==> src/rtl/i2c_reg_sequencer.sv <==
// rtl/i2c_reg_sequencer.sv - register-access command sequencer for the i2c_master byte engine (optional I2C_SEQ_TIMEOUT_EN)
module i2c_reg_sequencer #(
    parameter logic SPEED_400K     = 1'b0,
    parameter int   TIMEOUT_CYCLES = 65535
) (
    input  logic       clk,
    input  logic       rst_n,
    input  logic       cmd_valid,
    output logic       cmd_ready,
    input  logic       cmd_rnw,
    input  logic [6:0] cmd_dev,
    input  logic [7:0] cmd_reg,
    input  logic [7:0] cmd_wdata,
    output logic       rsp_valid,
    output logic [7:0] rsp_rdata,
    output logic       rsp_nack,
    output logic       rsp_timeout,
    output logic       m_cs,
    output logic       m_wr,
    output logic       m_rd,
    output logic [2:0] m_addr,
    output logic [7:0] m_wdata,
    input  logic [7:0] m_rdata
);

    typedef enum logic [2:0] {
        S_INIT,
        S_SPEED,
        S_IDLE,
        S_ISSUE,
        S_GAP,
        S_POLL,
        S_FETCH,
        S_DONE
    } state_t;

    typedef enum logic [2:0] {
        K_START,
        K_WB,
        K_RD,
        K_FETCH,
        K_STOP
    } kind_t;

    localparam logic [2:0] A_START  = 3'd0;
    localparam logic [2:0] A_STOP   = 3'd1;
    localparam logic [2:0] A_READ   = 3'd2;
    localparam logic [2:0] A_DATA   = 3'd3;
    localparam logic [2:0] A_STATUS = 3'd4;

    state_t     state, state_nx;
    logic [2:0] step, step_nx;
    logic       rnw_q;
    logic [6:0] dev_q;
    logic [7:0] reg_q;
    logic [7:0] wdata_q;

    kind_t      kind;
    logic [7:0] step_byte;
    logic [2:0] stop_step;
    logic [2:0] op_addr;
    logic [7:0] op_wdata;

    logic       accept;
    logic       cap_rdata;
    logic       set_nack;
    logic       set_timeout;

`ifdef I2C_SEQ_TIMEOUT_EN
    localparam logic [15:0] T_LIMIT = 16'(TIMEOUT_CYCLES - 1);
    logic [15:0] tcnt;
`endif

    // Step list decode: what the current step index means for the latched command
    always_comb begin
        kind      = K_STOP;
        step_byte = 8'h00;
        if (!rnw_q) begin
            case (step)
                3'd0:    kind = K_START;
                3'd1:    begin kind = K_WB; step_byte = {dev_q, 1'b0}; end
                3'd2:    begin kind = K_WB; step_byte = reg_q; end
                3'd3:    begin kind = K_WB; step_byte = wdata_q; end
                default: kind = K_STOP;
            endcase
        end else begin
            case (step)
                3'd0:    kind = K_START;
                3'd1:    begin kind = K_WB; step_byte = {dev_q, 1'b0}; end
                3'd2:    begin kind = K_WB; step_byte = reg_q; end
                3'd3:    kind = K_START;
                3'd4:    begin kind = K_WB; step_byte = {dev_q, 1'b1}; end
                3'd5:    kind = K_RD;
                3'd6:    kind = K_FETCH;
                default: kind = K_STOP;
            endcase
        end
    end

    assign stop_step = rnw_q ? 3'd7 : 3'd4;

    // Engine register write issued for the current step (read issues in_data 0 so the master NACKs the last byte)
    always_comb begin
        op_addr  = A_STOP;
        op_wdata = 8'h01;
        case (kind)
            K_START: begin op_addr = A_START; op_wdata = 8'h01; end
            K_WB:    begin op_addr = A_DATA;  op_wdata = step_byte; end
            K_RD:    begin op_addr = A_READ;  op_wdata = 8'h00; end
            default: begin op_addr = A_STOP;  op_wdata = 8'h01; end
        endcase
    end

    // Next-state and engine strobe generation
    always_comb begin
        state_nx    = state;
        step_nx     = step;
        cmd_ready   = 1'b0;
        rsp_valid   = 1'b0;
        m_cs        = 1'b0;
        m_wr        = 1'b0;
        m_rd        = 1'b0;
        m_addr      = 3'd0;
        m_wdata     = 8'h00;
        accept      = 1'b0;
        cap_rdata   = 1'b0;
        set_nack    = 1'b0;
        set_timeout = 1'b0;
        case (state)
            S_INIT: state_nx = S_SPEED;
            S_SPEED: begin
                m_cs     = 1'b1;
                m_wr     = 1'b1;
                m_addr   = A_STATUS;
                m_wdata  = {7'b0, SPEED_400K};
                state_nx = S_IDLE;
            end
            S_IDLE: begin
                cmd_ready = 1'b1;
                if (cmd_valid) begin
                    accept   = 1'b1;
                    step_nx  = 3'd0;
                    state_nx = S_ISSUE;
                end
            end
            S_ISSUE: begin
                m_cs     = 1'b1;
                m_wr     = 1'b1;
                m_addr   = op_addr;
                m_wdata  = op_wdata;
                state_nx = S_GAP;
            end
            // Strobes low for one cycle so the engine's busy flag is visible before polling
            S_GAP: state_nx = S_POLL;
            S_POLL: begin
                m_cs   = 1'b1;
                m_rd   = 1'b1;
                m_addr = A_STATUS;
                if (!m_rdata[0]) begin
                    if (kind == K_STOP) begin
                        state_nx = S_DONE;
                    end else if (kind == K_WB && m_rdata[1]) begin
                        set_nack = 1'b1;
                        step_nx  = stop_step;
                        state_nx = S_ISSUE;
                    end else begin
                        step_nx  = step + 3'd1;
                        state_nx = (rnw_q && step == 3'd5) ? S_FETCH : S_ISSUE;
                    end
                end
`ifdef I2C_SEQ_TIMEOUT_EN
                else if (tcnt == T_LIMIT) begin
                    // Engine is wedged; a STOP write would never complete, so report directly
                    set_timeout = 1'b1;
                    state_nx    = S_DONE;
                end
`endif
            end
            S_FETCH: begin
                m_cs      = 1'b1;
                m_rd      = 1'b1;
                m_addr    = A_DATA;
                cap_rdata = 1'b1;
                step_nx   = step + 3'd1;
                state_nx  = S_ISSUE;
            end
            S_DONE: begin
                rsp_valid = 1'b1;
                state_nx  = S_IDLE;
            end
            default: state_nx = S_INIT;
        endcase
    end

    // State, step index and latched command
    always_ff @(posedge clk or negedge rst_n) begin
        if (!rst_n) begin
            state   <= S_INIT;
            step    <= 3'd0;
            rnw_q   <= 1'b0;
            dev_q   <= 7'd0;
            reg_q   <= 8'h00;
            wdata_q <= 8'h00;
        end else begin
            state <= state_nx;
            step  <= step_nx;
            if (accept) begin
                rnw_q   <= cmd_rnw;
                dev_q   <= cmd_dev;
                reg_q   <= cmd_reg;
                wdata_q <= cmd_wdata;
            end
        end
    end

    // Response data and NACK status, held between transactions
    always_ff @(posedge clk or negedge rst_n) begin
        if (!rst_n) begin
            rsp_rdata <= 8'h00;
            rsp_nack  <= 1'b0;
        end else begin
            if (cap_rdata) rsp_rdata <= m_rdata;
            if (accept) rsp_nack <= 1'b0;
            else if (set_nack) rsp_nack <= 1'b1;
        end
    end

`ifdef I2C_SEQ_TIMEOUT_EN
    // Poll watchdog: restarts in the GAP before every poll, counts each poll cycle
    always_ff @(posedge clk or negedge rst_n) begin
        if (!rst_n) begin
            tcnt        <= 16'd0;
            rsp_timeout <= 1'b0;
        end else begin
            if (state == S_GAP) tcnt <= 16'd0;
            else if (state == S_POLL) tcnt <= tcnt + 16'd1;
            if (accept) rsp_timeout <= 1'b0;
            else if (set_timeout) rsp_timeout <= 1'b1;
        end
    end
`else
    assign rsp_timeout = 1'b0;
`endif

endmodule

==> config.mk <==
export PLATFORM = sky130hd
export DESIGN_NAME = i2c_reg_sequencer
export DESIGN_NICKNAME = d
export VERILOG_FILES = /design/src/rtl/i2c_reg_sequencer.sv
export SDC_FILE = /design/constraint.sdc
export NUM_CORES = 1
export LEC_CHECK = 0
export CAP_MARGIN = 40
export CORE_AREA = 3 3 100 78
export DETAILED_ROUTE_END_ITERATION = 7
export DIE_AREA = 0 0 103 81
export GPL_TIMING_DRIVEN = 0
export SYNTH_ARGS = -nofsm -noshare
export SYNTH_HDL_FRONTEND = slang
export SYNTH_SLANG_ARGS = --single-unit
==> constraint.sdc <==
create_clock -name clk -period 2.55 [get_ports clk]
set_input_delay 0.51 -clock clk [delete_from_list [all_inputs] [get_ports clk]]
set_output_delay 0.51 -clock clk [all_outputs]
set_load 0.03 [all_outputs]
==> impl_metrics.csv, run 1 <==
group,metric,value,unit
logic_synthesis,ys.flop_type,"dfrtp_1",
cts,clock_sinks,39,
logic_synthesis,ys_warn_count,0,
worst_hold_path,hold_class,"in -> async",
die,fp.dieW,103,um
run_status,status,"finished, final reports clean",
layout,drive_gt1_share,33.7,%
sta,hold_viol,0,
global_routing,overflow,0,
die,ioPinCount,61,
logic_synthesis,synth-edff-count,0,
setup_path,critical_path_class,"reg -> out",
routing,vias,1667,
cts,clkTransAtPathRegs,0.08,ns
die,row_count,26,
sta,fmax,405,MHz
global_routing,grt_max_degree,36,
die,coreArea,6830,um2
cts,cts_buffers,5,
sta,final_max_slew_viol_count,0,
power_and_ir_drop,power_density,1220,nW/um2
logic_synthesis,netlist_instances,177,
die,start_util,30.1,%
global_routing,grt_antenna_before_repair,0,
setup_path,startpoint_type,"flip-flop",
routing,wl,5210,um
cts,clk_latency,0.29,ns
global_routing,grt_pass1_wl,8630,um
placed_design,placed_cell_area,2770,um2
layout,final_area,2960,um2
cts,cts_tree,"yes",
routing,route.detailed.drc,0,
setup_path,crit_required,2.04,ns
logic_synthesis,synth_area_per_cell,11.6,um2
placed_design,portBuffers,59,
layout,diodes,0,
sta,period_needed,2.47,ns
cts,cts.path.max_buffers,2,
logic_synthesis,ys_seq_area_share,47.4,%
logic_synthesis,netlist_area,2060,um2
sta,fin_tns_setup,0,ns
routing,via_per_inst,5.01,
global_routing,grtUsageTotal,13.4,%
die,die_y,81,um
layout,fin_nets,288,
cts,clockRootBuffer,"clkbuf_8",
sta,rsz0062_at_grt,"true",
cts,cts_max_level,2,
power_and_ir_drop,vdd_ir_drop_max,0.563,mV
flow_run,cap_violations,0,
routing,final_antenna_net_count,0,
logic_synthesis,syn_nets,217,
layout,area_growth,43.7,%
setup_path,cp.arrival,1.96,ns
sta,skew,0.00412,ns
routing,drt-initial-drc-count,111,
placed_design,placedCellCount,321,
sta,setup_viol_count_final,0,
placed_design,gp_congestion,0.784,
layout,fin_cells,333,
sta,timing.final.ws_setup,0.0792,ns
logic_synthesis,synth_seq_cells,39,
logic_synthesis,async_flop_share,100,%
routing,drt_first_pass_iters,4,
power_and_ir_drop,p_leak,1.23,nW
routing,route.detailed.wl_per_inst,15.6,um
setup_path,crit_path_max_fanout,8,
sta,timing.final.crit_share,96.9,%
placed_design,dp_hpwl,3750,um
cts,ctsHoldBuffers,0,
placed_design,place_ws,-0.592,ns
global_routing,grt_pass1_vias,1691,
logic_synthesis,ys_types,45,
sta,whs,0.0272,ns
die,dieArea,8340,um2
setup_path,cp-end-kind,"output port",
critical path, cell delays in order (launching register included):
cell and delay (ns):
dfrtp_2 0.45, ha_2 0.21, ha_4 0.18, and2b_4 0.21, a222oi_1 0.39, nor2_2 0.06, buf_4 0.17
logic make-up after synthesis:
| logic type | after synthesis | synth area share [%] |
|---|---|---|
| buffers and inverters | 15 | 4.44 |
| adder cells (fa/ha/maj) | 5 | 3.04 |
| multiplexers | 31 | 17.0 |
| flip-flops | 39 | 47.4 |
| AO/OA/AOI/OAI | 31 | 12.6 |
| AND/OR/NAND/NOR | 54 | 15.0 |
| XOR/XNOR | 1 | 0.426 |
| other | 1 | 0.182 |
placed cells by master (no fill, tap or decap), types with 3 or more instances in the layout:
master	instances
clkdlybuf4s50_1	47
dfrtp_1	35
mux2_2	18
buf_4	16
nand2_1	15
mux2_1	13
nor2_1	11
a222oi_1	7
o21ai_0	6
clkbuf_8	5
buf_2	4
nor2b_1	4
and2_1	4
ha_4	4
dfrtp_2	4
inv_2	3
a21oi_1	3
clkbuf_1	3
nor2_2	3
registers in the layout (all words and copies together), names as in the netlist:
name and cells:
state 3, reg_q 8, rsp_rdata 8, wdata_q 8, step 3, dev_q 7, rnw_q 1, rsp_nack 1
cell type report:
| type | instances | area [um2] |
|---|---|---|
| fill | 660 | 3870 |
| multi-input combinational | 123 | 1090 |
| sequential | 39 | 981 |
| timing repair buffer | 65 | 608 |
| tap | 84 | 105 |
| clock buffer | 7 | 76.3 |
| buffer | 9 | 73.8 |
| inverter | 5 | 21.3 |
| clock inverter | 1 | 5.00 |
Yosys cell counts (3+ instances only):
cell	instances	share of area, %
inv_1	4	0.73
nor2b_1	4	1.2
mux2_1	13	7.1
clkbuf_1	4	0.73
a21oi_1	3	0.73
nor2_1	14	2.6
a222oi_1	7	3.4
dfrtp_1	39	47
mux2_2	18	9.8
and2_1	4	1.2
ha_1	5	3.0
o21ai_0	7	1.7
nand2_1	17	3.1
timing repair:
action                                 CTS  global route
setup endpoints to repair               13            12
pin swaps                                2             3
resized for setup                       71            29
setup buffers                            2             3
endpoints found under the hold margin    0             0
report_power, final:
group          switching [W]  leakage [nW]  total, W  internal, W
clock network       0.000212        0.0422  0.000404     0.000192
logic                0.00109         0.725   0.00209     0.000993
registers           0.000200         0.462   0.00113     0.000933
metal layers:
layer,global-route usage (%),vias to the layer above,wire length [um]
met1,18.8,830,2420
met4,4.53,0,66
li1,-,781,-
met3,3.52,6,334
met5,0,-,0
met2,19.9,50,2380
per-stage QoR:
stage | util [%] | total power (W)
2_1_floorplan | - | 0.00244
3_5_place_dp | 40.6 | 0.00309
6_report | 43.3 | 0.00362
4_1_cts | 42.2 | 0.00357
5_1_grt | 43.3 | 0.00391
3_3_place_gp | 40.4 | 0.00306
worst paths after layout:
kind	start	end	slack, ns	cells past startpoint
max	step[0]	m_wdata[5]	0.08	6
min	rst_n	reg_q[5]	0.03	1
max reg2reg	step[1]	step[1]	0.39	9
min reg2reg	dev_q[4]	dev_q[4]	0.49	1
max in group asynchronous	rst_n	step[0]	2.10	2
min in group clk	dev_q[4]	dev_q[4]	0.49	1
(Power assumes the default switching activity.)
==> inputs of run 2 (changes only) <==
Settings changed: CORE_AREA 3 3 100 78 to 3 3 87 89, DIE_AREA 0 0 103 81 to 0 0 90 92.
==> impl_metrics.csv, run 2 (synthesis gave the netlist of run 1 again) <==
group,metric,value,unit
layout,fin_nets,288,
cts,cts_max_level,2,
setup_path,cp-end-kind,"output port",
setup_path,crit_required,2.04,ns
cts,clock_sinks,39,
die,coreArea,6830,um2
cts,clockRootBuffer,"clkbuf_8",
sta,fin_tns_setup,0,ns
cts,clkTransAtPathRegs,0.08,ns
global_routing,grt_max_degree,28,
global_routing,grt_antenna_before_repair,0,
power_and_ir_drop,power,0.00387,W
routing,route.detailed.wl_per_inst,14.7,um
setup_path,r2r_end,"step[1]",
cts,clk_latency,0.29,ns
power_and_ir_drop,p_leak,1.27,nW
cts,cts.path.max_buffers,2,
layout,drive_gt1_share,33.3,%
layout,diodes,0,
run_status,status,"finished, final reports clean",
worst_hold_path,hold_class,"in -> async",
cts,cts_tree,"yes",
setup_path,critical_path_class,"reg -> out",
layout,largestRegisters,"reg_q (8), rsp_rdata (8), wdata_q (8)",
setup_path,cp_cell_sequence,"ha_4 > ha_4 > nor4b_4 > a31oi_1 > o311a_1 > buf_6",
placed_design,gp_congestion,0.764,
sta,timing.final.crit_share,98.3,%
sta,rsz0062_at_grt,"true",
setup_path,crit-reg2reg-launch,"step[1]",
cts,cts_buffers,5,
global_routing,grt_pass1_vias,1749,
power_and_ir_drop,vdd_ir_drop_max,0.502,mV
routing,vias,1630,
setup_path,cp.arrival,2.00,ns
global_routing,met1_usage,15.9,%
global_routing,overflow,0,
flow_run,cap_violations,0,
layout,area_growth,48.1,%
die,die_y,92,um
die,start_util,30.1,%
die,row_count,30,
global_routing,grt-busiest-layer,"met2",
global_routing,met2_usage,21.7,%
global_routing,grtUsageTotal,12.9,%
layout,final_common_cell,"clkdlybuf4s50_1",
die,dieArea,8280,um2
global_routing,grt.met3_usage,3.61,%
sta,hold_viol,0,
die,fp.dieW,90,um
sta,period_needed,2.51,ns
setup_path,r2r_slack,0.42,ns
routing,route.detailed.drc,0,
power_and_ir_drop,power_density,1270,nW/um2
routing,final_antenna_net_count,0,
setup_path,setup.worst_path.start,"step[0]",
global_routing,grt_pass1_wl,8570,um
routing,drt_first_pass_iters,4,
routing,wl,5080,um
setup_path,cp_common_cell,"ha_4",
setup_path,reg2reg_depth,9,
sta,fmax,399,MHz
routing,via_per_inst,4.72,
sta,final_max_slew_viol_count,0,
sta,setup_viol_count_final,0,
placed_design,dp_hpwl,3740,um
setup_path,crit_path_max_fanout,6,
die,ioPinCount,61,
setup_path,crit_slowest_cell,"dfrtp_2",
setup_path,startpoint_type,"flip-flop",
setup_path,max_stage_delay,0.47,ns
routing,drt-initial-drc-count,58,
setup_path,cp-endpoint,"m_addr[0]",
sta,skew,0.00852,ns
layout,layout_common_cells,"clkdlybuf4s50_1, dfrtp_1, mux2_2",
placed_design,portBuffers,59,
==> run 2: how the worst min path moves through the flow <==
stage               slack [ns]           end  cells past startpoint
finish                    0.10    wdata_q[4]                      1
global route              0.11    wdata_q[4]                      1
CTS                       0.10    wdata_q[4]                      1
detailed placement        0.42    wdata_q[4]                      1
global placement          0.47  rsp_rdata[0]                      2
floorplan                 0.21      dev_q[0]                      0
==> run 2: worst max-delay path: cells and delay by family (launching register included) <==
kind,cells,cell delay (ns)
buf+inv,1,0.15
simple gates,1,0.28
fa+ha+maj,2,0.37
flops,1,0.47
compound gates,2,0.45
==> run 2: final cells by class <==
| type | count | area [um2] |
|---|---|---|
| clock buffers | 6 | 72.6 |
| fillers | 677 | 3780 |
| plain buffers | 9 | 75.1 |
| inverters | 5 | 21.3 |
| clock inverters | 2 | 60.1 |
| flip-flops and latches | 39 | 980 |
| repair buffers | 65 | 618 |
| well taps | 96 | 120 |
| multi-input cells | 123 | 1100 |
==> run 2: repair_timing <==
item	4_1_cts	5_1_grt
gates resized for setup	72	30
pin swaps	3	3
setup endpoints to repair	13	11
hold buffers	0	0
setup buffers	4	1
==> run 2: through the flow <==
stage	hold WS [ns]	util, %	setup WS (ns)	instances	area (um2)
5_1_grt	0.106	44.6	-0.0528	345	3050
4_1_cts	0.102	43.4	0.0201	344	2970
3_5_place_dp	0.424	40.8	-0.504	333	2790
3_3_place_gp	0.465	40.6	-0.514	332	2770
6_report	0.102	44.6	0.0441	345	3050
2_1_floorplan	0.214	-	0.203	177	2060
==> run 2: report_power, final <==
part / switching, W / internal, W / total, W
logic: 0.00108 / 0.00103 / 0.00212
clock network: 0.000218 / 0.000391 / 0.000610
registers: 0.000217 / 0.000931 / 0.00115
total: 0.00152 / 0.00236 / 0.00387
==> run 2: routing by layer <==
metal  part of all wire (%)  up-vias
met5                      0        -
met4                    1.2        0
met3                    5.2        4
met2                     51       40
met1                     43      808
li1                       -      778
